--- src/rtl/dsp_pkg.sv ---
// Shared constants for the DSP MAC pipeline: opmode layout, z_sel encodings
// and a width helper.
package dsp_pkg;

  localparam int OPMODE_W      = 5;
  localparam int OP_PRE_SUB    = 0;
  localparam int OP_PRE_BYPASS = 1;
  localparam int OP_POST_SUB   = 2;
  localparam int OP_ZSEL_LO    = 3;
  localparam int OP_ZSEL_HI    = 4;

  typedef enum logic [1:0] {
    Z_ZERO = 2'b00,
    Z_C    = 2'b01,
    Z_P    = 2'b10,
    Z_RSVD = 2'b11
  } zsel_e;

  function automatic int max_w(input int x, input int y);
    return (x > y) ? x : y;
  endfunction

endpackage

--- src/rtl/dsp_pipe_reg.sv ---
// Generic pipeline register with synchronous active-high reset and load enable.
module dsp_pipe_reg #(
  parameter int W = 1
) (
  input  logic         clk,
  input  logic         rst,
  input  logic         en,
  input  logic [W-1:0] d,
  output logic [W-1:0] q
);

  always_ff @(posedge clk) begin
    if (rst) begin
      q <= '0;
    end else if (en) begin
      q <= d;
    end
  end

endmodule

--- src/rtl/dsp_mac_pipe.sv ---
// Four-stage pre-add / multiply / post-add MAC with per-sample opmode,
// P feedback accumulation and optional saturation.
module dsp_mac_pipe
  import dsp_pkg::*;
#(
  parameter int A_W      = 18,
  parameter int B_W      = 18,
  parameter int D_W      = 18,
  parameter int C_W      = 48,
  parameter int P_W      = 48,
  parameter int SIGNED   = 1,
  parameter int SATURATE = 0
) (
  input  logic                clk,
  input  logic                rst,
  input  logic                ce,
  input  logic                in_valid,
  input  logic [A_W-1:0]      a,
  input  logic [B_W-1:0]      b,
  input  logic [D_W-1:0]      d,
  input  logic [C_W-1:0]      c,
  input  logic [OPMODE_W-1:0] opmode,
  output logic                out_valid,
  output logic [P_W-1:0]      p,
  output logic                overflow
);

  localparam int PRE_W = max_w(B_W, D_W) + 1;
  localparam int M_W   = PRE_W + A_W;

  logic [A_W-1:0]      a1, a2;
  logic [B_W-1:0]      b1;
  logic [D_W-1:0]      d1;
  logic [C_W-1:0]      c1, c2, c3;
  logic [OPMODE_W-1:0] op1;
  // op2/op3 carry only {z_sel, post_sub}: bit 0 = post_sub, bits 2:1 = z_sel
  logic [2:0]          op2, op3;
  logic [3:0]          v;
  logic [PRE_W-1:0]    b_ext, d_ext, pre_next, pre2;
  logic [M_W-1:0]      pre_m, a_m, m_next, m3;
  logic [P_W-1:0]      c_p, m_p, z_p, p_next, clamp;
  logic [P_W:0]        z_x, m_x, sum;
  logic                ovf_next;
  zsel_e               z_sel;

  dsp_pipe_reg #(.W(A_W + B_W + D_W + C_W + OPMODE_W)) u_s1 (
    .clk(clk), .rst(rst), .en(ce),
    .d({a, b, d, c, opmode}),
    .q({a1, b1, d1, c1, op1})
  );

  assign v[0] = in_valid;
  for (genvar gi = 0; gi < 3; gi++) begin : g_valid
    dsp_pipe_reg #(.W(1)) u_v (
      .clk(clk), .rst(rst), .en(ce), .d(v[gi]), .q(v[gi+1])
    );
  end

  if (SIGNED != 0) begin : g_signed
    assign b_ext = PRE_W'($signed(b1));
    assign d_ext = PRE_W'($signed(d1));
    assign pre_m = M_W'($signed(pre2));
    assign a_m   = M_W'($signed(a2));
    assign m_p   = P_W'($signed(m3));
    assign c_p   = P_W'($signed(c3));
    assign m_x   = (P_W+1)'($signed(m_p));
    assign z_x   = (P_W+1)'($signed(z_p));
  end else begin : g_unsigned
    assign b_ext = PRE_W'(b1);
    assign d_ext = PRE_W'(d1);
    assign pre_m = M_W'(pre2);
    assign a_m   = M_W'(a2);
    assign m_p   = P_W'(m3);
    assign c_p   = P_W'(c3);
    assign m_x   = (P_W+1)'(m_p);
    assign z_x   = (P_W+1)'(z_p);
  end

  always_comb begin
    pre_next = d_ext + b_ext;
    if (op1[OP_PRE_BYPASS]) begin
      pre_next = b_ext;
    end else if (op1[OP_PRE_SUB]) begin
      pre_next = d_ext - b_ext;
    end
  end

  dsp_pipe_reg #(.W(PRE_W + A_W + C_W + 3)) u_s2 (
    .clk(clk), .rst(rst), .en(ce),
    .d({pre_next, a1, c1, op1[OP_ZSEL_HI:OP_POST_SUB]}),
    .q({pre2, a2, c2, op2})
  );

  // Operands are pre-extended to the full product width, so the low M_W
  // bits of an unsigned multiply are exact for both signednesses.
  assign m_next = pre_m * a_m;

  dsp_pipe_reg #(.W(M_W + C_W + 3)) u_s3 (
    .clk(clk), .rst(rst), .en(ce),
    .d({m_next, c2, op2}),
    .q({m3, c3, op3})
  );

  always_comb begin
    z_sel = zsel_e'(op3[2:1]);
    case (z_sel)
      Z_C:     z_p = c_p;
      Z_P:     z_p = p;
      default: z_p = '0;
    endcase
  end

  always_comb begin
    sum = op3[0] ? (m_x - z_x) : (z_x + m_x);
    if (SIGNED != 0) begin
      ovf_next = sum[P_W] ^ sum[P_W-1];
      clamp    = sum[P_W] ? {1'b1, {(P_W-1){1'b0}}} : {1'b0, {(P_W-1){1'b1}}};
    end else begin
      // extra bit is carry for Z+M and borrow for M-Z
      ovf_next = sum[P_W];
      clamp    = op3[0] ? '0 : '1;
    end
    p_next = ((SATURATE != 0) && ovf_next) ? clamp : sum[P_W-1:0];
  end

  dsp_pipe_reg #(.W(P_W + 1)) u_p (
    .clk(clk), .rst(rst), .en(ce & v[3]),
    .d({ovf_next, p_next}),
    .q({overflow, p})
  );

  dsp_pipe_reg #(.W(1)) u_ov (
    .clk(clk), .rst(rst), .en(1'b1), .d(ce & v[3]), .q(out_valid)
  );

endmodule

--- config.mk ---
export PLATFORM = sky130hd
export DESIGN_NAME = dsp_mac_pipe
export DESIGN_NICKNAME = d
export VERILOG_FILES = /design/src/rtl/dsp_pkg.sv /design/src/rtl/dsp_pipe_reg.sv /design/src/rtl/dsp_mac_pipe.sv
export SDC_FILE = /design/constraint.sdc
export NUM_CORES = 2
export LEC_CHECK = 0
export CORE_MARGIN = 1
export CORE_UTILIZATION = 57
export CTS_CLUSTER_SIZE = 8
export DETAILED_ROUTE_END_ITERATION = 8
export HOLD_SLACK_MARGIN = 0.03
export PLACE_DENSITY = 0.82
export SETUP_SLACK_MARGIN = 0.05
export SYNTH_ARGS = -nofsm -noshare
export SYNTH_HDL_FRONTEND = slang
export SYNTH_SLANG_ARGS = --single-unit
--- constraint.sdc ---
create_clock -name clk -period 14.38 [get_ports clk]
set_input_delay 2.876 -clock clk [delete_from_list [all_inputs] [get_ports clk]]
set_output_delay 2.876 -clock clk [all_outputs]
set_load 0.005 [all_outputs]
# After elaboration in Yosys (flattened, before gate mapping)
# Index checks and enable logic that the tools add are counted.
# W data, S select, Z words.
# totals
register_bits	336
inputBits	111
output_inout_bits	50
elab_cells	21
# op_classes
n_addsub	4
multipliers	1
eq_ne	2
muxes	4
n_bitwise	2
# ops
operator	n
$pmux W48 S2	1
$add A48 B37 Y49	1
$mux W49	1
$sub A37 B48 Y49	1
$mux W19	2
$mul A19 B18 Y37	1
$add A18 B18 Y19	1
$sub A18 B18 Y19	1
$eq A2 B1 Y1 const B	1
$eq A2 B2 Y1 const B	1
$and A1 B1 Y1	1
$xor A1 B1 Y1	1

# Logic depth before layout (Yosys ltp)
# depth
word_depth	5
mapped_depth	28
depth_no_buf	26

# Hierarchy
# A second synthesis with hierarchy kept.
# hier_totals
hier_cells	3341
area_unflattened_um2	30177.7
# modules_own_cells
mod	n_inst	cells_each	area_per_inst_um2	seq_area_each_um2
dsp_mac_pipe	1	2258	18288.8	0.0
dsp_pipe_reg at u_s2 ...	2	284	3114.2	1761.7
dsp_pipe_reg at u_s1	1	345	3781.1	2142.1
dsp_pipe_reg at u_p	1	158	1744.2	980.9
dsp_pipe_reg at g_valid[0].u_v ...	4	3	33.8	20.0

# Least setup slack after synthesis
# Ideal clock, no wire load.
# synth_path
kind	flip-flop to flip-flop
startpoint	register u_s2.q[87]
endpoint	register u_s3.q[86]
setup_ns	0.130
t_arrival_ns	6.509
t_required_ns	14.250
slack_ns	7.740
path_stages_with_launch	27
n_path_buf	2
period_less_slack_ns	6.640
path_cell_list	dfxtp_1 clkbuf_1 clkbuf_1 nand2_1 fa_1 inv_1 fa_1 inv_1 fa_1 inv_1 fa_1 fa_1 inv_1 fa_1 inv_1 ha_1 a21o_1 a211o_1 a311oi_1 a21oi_1 a31oi_1 o311ai_1 a21o_1 a21o_1 a31oi_1 xor2_1 o22ai_1
# synth_via
elab_chain_len	1
# synth_lines
item	line_no	rtl
start: declaration	dsp_pipe_reg.sv:9	output logic [W-1:0] q
start signal: assignment	dsp_pipe_reg.sv:14	q <= '0;
start signal: assignment	dsp_pipe_reg.sv:16	q <= d;
$mul A19 B18 Y37	dsp_mac_pipe.sv:96	assign m_next = pre_m * a_m;
end signal: assignment	dsp_pipe_reg.sv:14	
end signal: assignment	dsp_pipe_reg.sv:16	
end: declaration	dsp_pipe_reg.sv:9	
# Every way passes these cells.
# A chain may end at the register's enable or synchronous reset.

# Worst setup path after layout
# layout_path
startpoint	register u_s2.q[54]
endpoint	register u_s3.q[86]
# The elaborated chain is that of the path after synthesis.

==> out/metrics.yaml <==
status:
  status: "finished, final reports clean"
global_routing:
  antenna_found_initial: 0
  grt_pass1_vias: 22900
  grt_max_degree: 209
  grt_use_total_pct: 26.7
  grt_overflow: 0
  grt_pass1_wl_mm: 115
worst_hold_path:
  hold_path_class: "reg2reg"
critical_path:
  cp.required_ps: 14840
  critical_path.max_fanout: 20
  critPathLaunchType: "register"
  path_class: "reg2reg"
  arrival_ps: 7750
  cp-end-kind: "register"
sta:
  max_slew_margin_pct: 13.3
  maxSlewViolCount: 0
  period_share_pct: 50.7
  clock-skew-final_ps: 25.1
  worstMarginPinSlew_ps: 1300
  setup_viol: 0
  tns_ps: 0
  fmax_ghz: 0.137
  rsz0062_at_grt: "false"
  hold_viol: 0
  fin_crit_ps: 7290
clock_tree:
  max-clock-path-buffers: 3
  postCtsResizedCells: 0
  cts_hold_buf: 0
  clock_latency_ps: 610
  cts_tree: "built"
  cts_made_buffers: 49
  clkSinkCount: 336
  htreeDepth: 2
  cts_root_buf: "clkbuf_16"
  postCtsSetupRepairBufs: 0
  path_clk_slew_ps: 60
synth:
  synthCells: 3346
  synth_area_leaders: "fa_1, dfxtp_1, mux2i_1"
  ys_types: 66
  synth_area_um2: 29600
  yosysTopAreaCellShare_pct: 23.4
  yosysTopAreaCell: "fa_1"
  ys.flop_type: "dfxtp_1"
  synth_edf_count: 0
  avgSynthCellArea_um2: 8.86
  yosysWarnings: 0
  ys_ff_latch: 336
  async_flop_share_pct: 0
  yosysSeqAreaShare_pct: 22.7
  synthesis.nets: 3969
pwr:
  p_per_area_nw_per_um2: 88.9
  vdd_drop_max_mv: 0.122
  p_leak_nw: 15.4
  p_total_mw: 2.92
floorplanning:
  dieWidth_um: 230
  die_area_um2: 52900
  die_h_um: 230
  ios: 161
  core_area_um2: 51300
  fp-row-count: 83
  start_util_pct: 57.8
route:
  routedWlPerCell_um: 16.7
  drcViolationCount: 0
  firstDrtPassIters: 8
  routed_wl_mm: 67.7
  drt.antenna.violating_nets: 0
  drt_iter0_markers: 1583
  vias: 22500
  via_per_inst: 5.53
place:
  detailed_place_hpwl_mm: 49.2
  port_buffers: 160
  gp_congestion: 0.930
run:
  maxCapViolations: 0
layout:
  drive_above_1_share_pct: 2.63
  insertedDiodeCount: 0
  syn_to_final_growth_pct: 10.9
  nets: 4002
==> where the power goes <==
group / internal, mW / switching [mW] / leakage (nW)
Sequential: 0.978 / 0.0810 / 2.74
Combinational: 0.362 / 0.435 / 12.0
Clock: 0.628 / 0.435 / 0.671
==> layer usage <==
metal,GRT usage [%],part of all wire (%),vias up
li1,-,-,10800
met1,35.5,44,10800
met2,42.3,45,710
met3,7.90,8.5,124
met4,7.12,2.5,0
met5,0,0,-
==> state kept, by name (all words and copies together), names as in the netlist <==
register       count
u_s1.q           107
u_s2.q            88
u_s3.q            88
u_p.q             49
g_valid.u_v.q      3
u_ov.q             1
==> worst max-delay path, cell delays in order, from the launching register on <==
cell      delay, ps
dfxtp_1         840
nand2_1         270
fa_1            620
inv_1           150
fa_1            510
inv_1            50
fa_1            410
fa_1            510
inv_1            70
fa_1            530
inv_1            50
fa_1            490
inv_1            50
ha_1            330
a21o_1          200
a211o_1         300
a311oi_1        240
a21oi_1          90
a31oi_1         340
o311ai_1        210
a21o_1          200
a21o_1          190
a31oi_1         190
xor2_1          180
o22ai_1         100
==> stage by stage <==
step                      hold WS [ps]  area (um2)  std cells  setup slack (ps)  util (%)
after global routing               493       32800       4066              6590      64.0
after detailed placement           460       31500       4008              7130      61.4
after CTS                          470       32800       4066              7100      64.0
after floorplan                    446       29600       3346              7740         -
final                              470       32800       4066              7090      64.0
after global placement             453       31500       4008              7250      61.4
==> cell families (layout without fill, tap and decap cells) <==
| family | count (synthesis) | in the layout | share of synthesized area, % |
|---|---|---|---|
| simple gates | 1016 | 1016 | 15.3 |
| buf+inv | 591 | 631 | 7.54 |
| fa+ha+maj | 512 | 512 | 30.4 |
| compound gates | 462 | 462 | 10.2 |
| flops | 336 | 336 | 22.7 |
| mux | 269 | 269 | 9.09 |
| xor+xnor | 160 | 160 | 4.73 |
==> final cells by class <==
type                       count  area [um2]
timing repair buffer         171        1720
fill                        4147       18500
clock buffer                  51        1240
multi-input combinational   2419       20700
sequential                   336        6730
tap                          680         851
clock inverter                 7         125
inverter                     402        1510
==> cell usage in the layout (no fill, tap or decap), types with 5 or more instances in the layout <==
master,Yosys,final
o31ai_1,6,6
and3_1,11,11
clkdlybuf4s50_1,0,158
o211ai_1,13,13
inv_1,401,401
a21o_1,61,61
a22oi_1,49,49
a211oi_1,30,30
buf_4,1,9
a211o_1,7,7
nor4_1,5,5
fa_1,347,347
xnor2_1,120,120
clkbuf_16,0,49
a31o_2,5,5
xor2_1,40,40
or2_2,9,9
a31oi_1,19,19
o21a_1,13,13
o21ai_0,50,50
nand3_1,11,11
nand2_1,273,273
dfxtp_1,336,336
nor3b_1,5,5
nor3_1,26,26
nand4_1,8,8
nor2b_1,20,20
o21bai_1,13,13
nand2b_1,18,18
and2_1,175,174
ha_1,165,165
nor2_1,444,444
a21oi_1,148,148
mux2i_1,268,268
==> synth_stat cells (4+ instances only) <==
| master | instances |
|---|---|
| a211o_1 | 7 |
| a211oi_1 | 30 |
| a21o_1 | 61 |
| a21oi_1 | 148 |
| a221o_1 | 4 |
| a22o_1 | 4 |
| a22oi_1 | 49 |
| a311oi_1 | 4 |
| a31o_2 | 5 |
| a31oi_1 | 19 |
| and2_1 | 175 |
| and3_1 | 11 |
| buf_1 | 32 |
| buf_2 | 9 |
| clkbuf_1 | 147 |
| dfxtp_1 | 336 |
| fa_1 | 347 |
| ha_1 | 165 |
| inv_1 | 401 |
| mux2i_1 | 268 |
| nand2_1 | 273 |
| nand2b_1 | 18 |
| nand3_1 | 11 |
| nand4_1 | 8 |
| nor2_1 | 444 |
| nor2b_1 | 20 |
| nor3_1 | 26 |
| nor3b_1 | 5 |
| nor4_1 | 5 |
| o211ai_1 | 13 |
| o21a_1 | 13 |
| o21ai_0 | 50 |
| o21bai_1 | 13 |
| o31ai_1 | 6 |
| or2_2 | 9 |
| or3_1 | 4 |
| xnor2_1 | 120 |
| xor2_1 | 40 |
==> path summary, 6_finish.rpt <==
kind | startpoint | to | slack, ps | depth (start not counted)
hold / removal | u_p.q[3] | u_p.q[3] | 470 | 2
setup reg to reg | u_s2.q[54] | u_s3.q[86] | 7090 | 24
setup / recovery | u_s2.q[54] | u_s3.q[86] | 7090 | 24
hold reg to reg | u_p.q[3] | u_p.q[3] | 470 | 2
No activity file was read; power rests on OpenSTA's default activity.
